==> config.mk <==
export PLATFORM = sky130hd
export DESIGN_NAME = serial_alu_seq
export DESIGN_NICKNAME = d
export VERILOG_FILES = /design/src/rtl/alu_pkg.sv /design/src/rtl/serial_alu_seq_cal.sv /design/src/rtl/serial_alu_seq.sv
export SDC_FILE = /design/constraint.sdc
export NUM_CORES = 1
export LEC_CHECK = 0
export BUFFER_PORTS_ARGS = -buffer_cell sky130_fd_sc_hd__buf_2
export CORE_ASPECT_RATIO = 1.75
export CORE_MARGIN = 5
export CORE_UTILIZATION = 54
export DETAILED_ROUTE_END_ITERATION = 10
export PLACE_DENSITY_LB_ADDON = 0.15
export SLEW_MARGIN = 15
export SYNTH_ARGS = -nofsm -noshare
export SYNTH_HDL_FRONTEND = slang
export SYNTH_SLANG_ARGS = --single-unit
==> constraint.sdc <==
create_clock -name clk -period 2.4 [get_ports clk]
set_input_delay 0.6 -clock clk [delete_from_list [all_inputs] [get_ports clk]]
set_output_delay 0.6 -clock clk [all_outputs]
set_load 0.02 [all_outputs]
==> src/rtl/alu_pkg.sv <==
// Shared encodings for the bit-serial ALU sequencer and its single-bit cal slice.
package alu_pkg;

    localparam logic [2:0] OP_ADD  = 3'b000;
    localparam logic [2:0] OP_SUB  = 3'b001;
    localparam logic [2:0] OP_AND  = 3'b010;
    localparam logic [2:0] OP_OR   = 3'b011;
    localparam logic [2:0] OP_XOR  = 3'b100;
    localparam logic [2:0] OP_NOTA = 3'b101;
    localparam logic [2:0] OP_RSV0 = 3'b110;
    localparam logic [2:0] OP_RSV1 = 3'b111;

    localparam logic [1:0] CL_AND  = 2'b00;
    localparam logic [1:0] CL_OR   = 2'b01;
    localparam logic [1:0] CL_XOR  = 2'b10;
    localparam logic [1:0] CL_NOTA = 2'b11;

    typedef enum logic [1:0] {
        IDLE = 2'd0,
        RUN  = 2'd1,
        DONE = 2'd2
    } state_t;

endpackage

==> src/rtl/serial_alu_seq_cal.sv <==
// Single-bit ALU slice: full adder plus a 4-function logic unit, selected by l.
module cal
    import alu_pkg::*;
(
    input  logic       a,
    input  logic       b,
    input  logic       c_in,
    input  logic       l,
    input  logic [1:0] s,
    output logic       out,
    output logic       c_out
);

    logic sum;
    logic lu;

    always_comb begin
        sum   = a ^ b ^ c_in;
        c_out = (a & b) | (c_in & (a ^ b));
        case (s)
            CL_AND:  lu = a & b;
            CL_OR:   lu = a | b;
            CL_XOR:  lu = a ^ b;
            default: lu = ~a;
        endcase
        out = l ? sum : lu;
    end

endmodule

==> src/rtl/serial_alu_seq.sv <==
// Bit-serial ALU sequencer: feeds cal one bit per cycle, LSB first, and assembles the result.
module serial_alu_seq
    import alu_pkg::*;
#(
    parameter int W = 8
) (
    input  logic         clk,
    input  logic         reset_n,
    input  logic         start_valid,
    output logic         start_ready,
    input  logic [2:0]   op,
    input  logic [W-1:0] a,
    input  logic [W-1:0] b,
    output logic         res_valid,
    input  logic         res_ready,
    output logic [W-1:0] result,
    output logic         carry_out,
    output logic         zero,
    output logic         err
);

    localparam int CW = $clog2(W + 1);

    state_t         state_q, state_d;
    logic [W-1:0]   a_q, a_d, b_q, b_d, res_q, res_d;
    logic [CW-1:0]  cnt_q, cnt_d;
    logic [2:0]     op_q, op_d;
    logic           carry_q, carry_d;
    logic           cout_q, cout_d;
    logic           zero_q, zero_d;
    logic           err_q, err_d;

    logic           dec_l, dec_sub;
    logic [1:0]     dec_s;
    logic           cal_out, cal_cout;
    logic [W-1:0]   res_sh;

    always_comb begin
        dec_l   = 1'b0;
        dec_sub = 1'b0;
        dec_s   = CL_AND;
        case (op_q)
            OP_ADD:  dec_l = 1'b1;
            OP_SUB:  begin dec_l = 1'b1; dec_sub = 1'b1; end
            OP_AND:  dec_s = CL_AND;
            OP_OR:   dec_s = CL_OR;
            OP_XOR:  dec_s = CL_XOR;
            OP_NOTA: dec_s = CL_NOTA;
            default: dec_s = CL_AND;
        endcase
    end

    cal u_cal (
        .a     (a_q[0]),
        .b     (b_q[0] ^ dec_sub),
        .c_in  (carry_q),
        .l     (dec_l),
        .s     (dec_s),
        .out   (cal_out),
        .c_out (cal_cout)
    );

    // New bit enters at the MSB so that after W shifts bit 0 sits at the LSB.
    assign res_sh = (res_q >> 1) | (W'(cal_out) << (W - 1));

    always_comb begin
        state_d = state_q;
        a_d     = a_q;
        b_d     = b_q;
        res_d   = res_q;
        cnt_d   = cnt_q;
        op_d    = op_q;
        carry_d = carry_q;
        cout_d  = cout_q;
        zero_d  = zero_q;
        err_d   = err_q;
        case (state_q)
            IDLE: begin
                if (start_valid) begin
                    a_d     = a;
                    b_d     = b;
                    op_d    = op;
                    cnt_d   = '0;
                    res_d   = '0;
                    carry_d = (op == OP_SUB);
                    cout_d  = 1'b0;
                    zero_d  = 1'b0;
                    err_d   = (op == OP_RSV0) || (op == OP_RSV1);
                    state_d = RUN;
                end
            end
            RUN: begin
                // Reserved opcodes pass through here for a single cycle with the result held at 0.
                if (err_q) begin
                    zero_d  = 1'b1;
                    state_d = DONE;
                end else begin
                    a_d     = a_q >> 1;
                    b_d     = b_q >> 1;
                    res_d   = res_sh;
                    carry_d = dec_l ? cal_cout : carry_q;
                    cnt_d   = cnt_q + CW'(1);
                    if (cnt_q == CW'(W - 1)) begin
                        cout_d  = dec_l & cal_cout;
                        zero_d  = (res_sh == '0);
                        state_d = DONE;
                    end
                end
            end
            DONE: begin
                if (res_ready) state_d = IDLE;
            end
            default: state_d = IDLE;
        endcase
    end

    always_ff @(posedge clk or negedge reset_n) begin
        if (!reset_n) begin
            state_q <= IDLE;
            a_q     <= '0;
            b_q     <= '0;
            res_q   <= '0;
            cnt_q   <= '0;
            op_q    <= '0;
            carry_q <= 1'b0;
            cout_q  <= 1'b0;
            zero_q  <= 1'b0;
            err_q   <= 1'b0;
        end else begin
            state_q <= state_d;
            a_q     <= a_d;
            b_q     <= b_d;
            res_q   <= res_d;
            cnt_q   <= cnt_d;
            op_q    <= op_d;
            carry_q <= carry_d;
            cout_q  <= cout_d;
            zero_q  <= zero_d;
            err_q   <= err_d;
        end
    end

    assign start_ready = (state_q == IDLE);
    assign res_valid   = (state_q == DONE);
    assign result      = res_q;
    assign carry_out   = cout_q;
    assign zero        = zero_q;
    assign err         = err_q;

endmodule

======== Yosys cells after proc, flatten, opt, wreduce, memory -nomap -nowiden ========
Cells that the tools add are included.
operators by class
  add/subtract/negate cells ............... 1
  multipliers ............................. 0
  div/mod/pow operators ................... 0
  order comparisons ....................... 0
  equal/unequal tests ..................... 18
  shift operators ......................... 0
  mux-type cells .......................... 33
  bitwise logic cells ..................... 10
  reductions and logical operators ........ 13
operator list
  operator                                                          count
  8-bit 2-to-1 mux                                                  6
  8-bit case mux with 2 select lines                                3
  3-bit == test (second input constant)                             4
  2-bit case mux with 3 select lines                                2
  1-bit 2-to-1 mux                                                  11
  3-bit AND reduction                                               3
  8-bit logical NOT                                                 1
  2-bit 2-to-1 mux                                                  4
  4-bit 2-to-1 mux                                                  2
  2-bit inequality test (second input constant)                     4
  7-bit by 8-bit bitwise OR with 8-bit output                       1
  4-bit case mux with 2 select lines                                1
  4-bit AND reduction                                               2
  3-bit by 1-bit == test with 1-bit output (second input constant)  2
  1-bit case mux with 2 select lines                                3
  4-bit by 1-bit adder with 4-bit output (second input constant)    1
  2-bit by 1-bit == test with 1-bit output (second input constant)  2
  2-bit == test (second input constant)                             2
  4-bit by 3-bit == test with 1-bit output (second input constant)  1
  2-bit logical NOT                                                 2
  1-bit bitwise AND                                                 3
  3-bit by 2-bit == test with 1-bit output (second input constant)  1
  3-bit logical NOT                                                 1
  3-bit inequality test (second input constant)                     1
  other kinds (9)                                                   12
storage, ports and cells
  flip-flop bits (word level) ............. 37
  latch bits .............................. 0
  bits in writable memories ............... 0
  memory bits (read-only) ................. 0
  input bits .............................. 23
  output and inout bits ................... 13
  logic and storage cells ................. 85
  memories kept ........................... 0

======== Longest topological paths before layout ========
  word-level depth ........................ 11
  depth in mapped cells ................... 9
  depth with buffers taken out ............ 9

======== By module ========
Synthesis repeated with hierarchy kept, for this count alone.
second synthesis, totals
  cells, all modules ...................... 177
  area total of the unflattened synthesis .. 1804.2 um^2
modules (own cells, without submodules)
  module          instances  cells an instance  area each (um^2)  seq. area each (um^2)
  serial_alu_seq  1          164                1706.6            925.9
  cal             1          13                 97.6              0.0

======== Worst setup path after synthesis ========
OpenSTA, ideal clock, no wires.
  kind .................................... register -> register
  from .................................... register op_q[1]
  to ...................................... register zero_q (netlist: zero)
  setup time .............................. 0.126 ns
  data arrival time ....................... 2.017 ns
  required time ........................... 2.274 ns
  path slack .............................. 0.257 ns
  stages on the path, launching flop included .. 10
  buffers on the path ..................... 0
  period minus slack after synthesis ...... 2.143 ns
  cell sequence ........................... dfrtp_1 > nor2_1 > nand2_1 > xnor2_1 > inv_1 > ha_1 > nor2_1 > a2111oi_0 > a221oi_1 > a221o_2
between the ends
  word-level cells in the longest chain between the ends .. 11
  elaborated cells on any way between the ends .. 24
  those cells by class .................... 6 x eq/ne; 8 x mux; 6 x bitwise; 4 x reduce/logical
ends and longest elaborated chain
  item                                                                    line                                                RTL
  start, declared                                                         serial_alu_seq.sv:27                                logic [2:0] op_q, op_d;
  start signal, assigned                                                  serial_alu_seq.sv:135                               op_q <= op_d;
  3-bit by 1-bit == test with 1-bit output                                serial_alu_seq.sv:42                                case (op_q)
  1-bit 2-to-1 mux                                                        serial_alu_seq.sv:42
  1-bit XOR                                                               serial_alu_seq.sv:55                                .b (b_q[0] ^ dec_sub),
  1-bit XOR, or another cell as far along                                 serial_alu_seq_cal.sv:18, serial_alu_seq_cal.sv:23
  1-bit case mux with 3 select lines / 1-bit XOR (equally long branches)  serial_alu_seq_cal.sv:20, serial_alu_seq_cal.sv:18
  1-bit 2-to-1 mux (*)                                                    serial_alu_seq_cal.sv:26                            out = l ? sum : lu;
  7-bit by 8-bit bitwise OR with 8-bit output (*)                         serial_alu_seq.sv:64                                assign res_sh = (res_q >> 1) | (W'(cal_out) << (W - 1));
  8-bit logical NOT (*)                                                   serial_alu_seq.sv:105                               zero_d = (res_sh == '0);
  1-bit 2-to-1 mux (*)                                                    serial_alu_seq.sv:103                               if (cnt_q == CW'(W - 1)) begin
  1-bit 2-to-1 mux (*)                                                    serial_alu_seq.sv:94                                if (err_q) begin
  1-bit case mux with 2 select lines (*)                                  serial_alu_seq.sv:77                                case (state_q)
  end signal, assigned                                                    serial_alu_seq.sv:138                               zero_q <= zero_d;
  end, declared                                                           serial_alu_seq.sv:30                                logic zero_q, zero_d;
Mark *: on every way between the ends. The rest lies on a longest branch, timed or not. The select of a mux whose other input is x is not followed.
A chain may end at the register's enable or synchronous reset.

======== Worst setup path after layout ========
Ends and elaborated chain as after synthesis.

==> key figures <==
Timing
  • Fin Hold WS: 384 ps
  • Final hold violation count: 0
  • Clk_skew: 8.79 ps
  • Final period utilization: 95.9%
  • Slew Viols, Final: 0
  • Setup TNS: 0 ps
  • Min Tclk post-route: 2300 ps
  • Max-slew headroom: 40.9%
  • Slew @ Worst Pin: 883 ps
  • Max Fclk: 0.434 GHz
  • Final WS setup: 97.3 ps
  • Finish-stage setup viols: 0

Routing
  • DRT Wirelength: 3780 um
  • Initial DRC count: 44
  • Vias per std cell: 5.52
  • DRC: 0
  • Drt wl/cell: 14.4 um
  • Final ANT Viol Nets: 0
  • Pre-antenna DRT Iters: 4
  • Vias: 1446

Flow run
  • # Max-Cap Violations: 0

Layout
  • Area delta synth->final: 16.2%
  • Final Non-Filler Cells: 262
  • Share of cells above drive strength 1: 25.6%
  • Reg area: 927 um2
  • Layout Nets: 245
  • Finished Core Util: 65.5%
  • Fill count: 294
  • ANT cells: 0
  • Multi-input gate area: 781 um2

Placement
  • HPWL after DPL: 2750 um
  • DP Worst Slack: -124 ps
  • Final RePlAce weighted congestion: 0.806
  • I/O Buffers: 35
  • Dpl cells: 253

Logic synthesis
  • Number of flops mapped to enable cells by yosys: 0
  • Syn Nets: 211
  • Top FF cell, synth: dfrtp_1
  • Post-synthesis cell count: 184
  • Synthesized flop and latch total: 37
  • Yosys Warn Count: 0
  • Synthesized area: 1790 um2
  • Count leader, synth: nand2_1
  • Top cells by area, synth: dfrtp_1 52%, nand2_1 8.4%, a22o_1 5.4%
  • Cell taking the most area after synthesis: dfrtp_1
  • Library cells used by synthesis: 35
  • Seq/Total Area, Yosys: 51.7%
  • Post-Syn Area per Cell: 9.72 um2
  • Yosys top cell area share: 51.7%
  • Fraction of registers with async set/reset: 100%
  • Most common library cells after synthesis: 40 x nand2_1, 37 x dfrtp_1, 23 x nor2_1, 14 x a31oi_1, 11 x a22o_1

Power
  • Static leakage: 1.02 nW
  • Peak supply drop: 0.912 mV
  • PwrDens: 1540 nW/um2

Worst setup path
  • Worst path arrival time: 2480 ps
  • CP endpoint kind: flop
  • Reg-to-Reg Start: op_q[1]
  • CP required: 2570 ps
  • CP startpoint: op_q[1]
  • Critical path class: reg -> reg
  • CP max FO: 6
  • Worst r2r dst: zero
  • Reg2reg path depth: 9
  • Startpoint Class: flop
  • Reg2Reg Setup Slack: 100 ps

Global route
  • Largest net degree at the start of global routing: 38
  • Global route total overflow: 0
  • Antenna violations before repair: 0
  • Overall routing resource usage: 19.3%
  • First-pass GRT wire length: 6670 um
  • Vias in the first global route: 1560

Outcome
  • Status: finished clean

Clock network
  • CTS tree: built
  • Reg clk slew, reported paths: 80 ps
  • Sink Count: 37
  • Clk root buf: clkbuf_8
  • CTS Buffer Depth: 2
  • Clk_lat worst skew: 290 ps
  • CTS Buf Count: 5
  • Max H-tree Level: 2

Worst hold path
  • Hold crit path type: in -> async

Die
  • Initial Util: 56.3%
  • Ports: 36
  • Chip Height: 86.1 um
  • # rows: 27
  • CORE AREA: 3180 um2
  • Die Area: 4610 um2
  • Die width: 53.5 um
## cells in the final DEF, fill, tap and decap left out, types with 4 or more instances in the layout
master,count
inv_1,7
o21ai_0,10
nor2_1,22
a31oi_1,14
a22o_1,11
buf_2,35
clkbuf_8,7
nand3_1,4
dfrtp_1,36
nand2_1,40
## per-layer routing
metal / wire, um / GRT usage (%) / up-vias / share of wire [%]
met5: 0 / 0 / - / 0
met4: 104 / 9.07 / 0 / 2.7
met3: 201 / 6.09 / 10 / 5.3
met2: 1900 / 32.0 / 45 / 50
li1: - / - / 706 / -
met1: 1580 / 21.8 / 685 / 42
## registers in the layout, indices dropped and copies added (netlist names)
signal / flops
a_q: 8
b_q: 8
result: 8
cnt_q: 4
op_q: 3
state_q: 2
carry_out: 1
carry_q: 1
err: 1
zero: 1
## metrics by stage
stage	area (um2)	power [W]
floorplan	1790	0.00239
global placement	1950	0.00261
detailed placement	1950	0.00268
CTS	2070	0.00320
global route	2080	0.00350
finish	2080	0.00320
## power by group
group          total [W]  switching (W)  internal (W)
logic            0.00153       0.000902      0.000624
clock network   0.000471       0.000212      0.000259
registers        0.00120       0.000285      0.000918
## cell families after synthesis
kind of cell               count (synthesis)  synth area share [%]
and+or+nand+nor                           79                  21.0
AOI/OAI and AO/OA                         45                  17.6
DFF                                       37                  51.7
buffers and inverters                     17                  5.52
adders and majority gates                  4                  3.22
xor gates and xnor gates                   2                 0.979
## how the worst max path moves through the flow
stage	end	cells after the start	slack [ps]
4_1_cts	zero	9	60
3_3_place_gp	zero	9	190
2_1_floorplan	zero	9	260
5_1_grt	zero	9	-3
6_report	zero	9	100
3_5_place_dp	zero	9	-120
## final cells by class
type                       count  share of cell area (%)
multi-input combinational    130                    37.5
timing repair buffer          37                    9.15
clock inverter                 1                   0.241
clock buffer                   7                    4.63
sequential                    37                    44.6
tap                           43                    2.59
inverter                       7                    1.26
## critical path: stages, from the launching register on
cell and delay [ps]:
dfrtp_2 450, nor2_2 130, nand2_1 110, xnor2_2 230
inv_1 70, ha_1 270, nor2_1 50, a2111oi_2 380
a221oi_1 120, a221o_2 380
## repair_timing
action | CTS | global route
buffers inserted | 0 | 1
hold buffers | 0 | 0
setup endpoints to repair | 1 | 1
resized for setup | 3 | 2
pin swaps | 0 | 1
(Power assumes the default switching activity.)
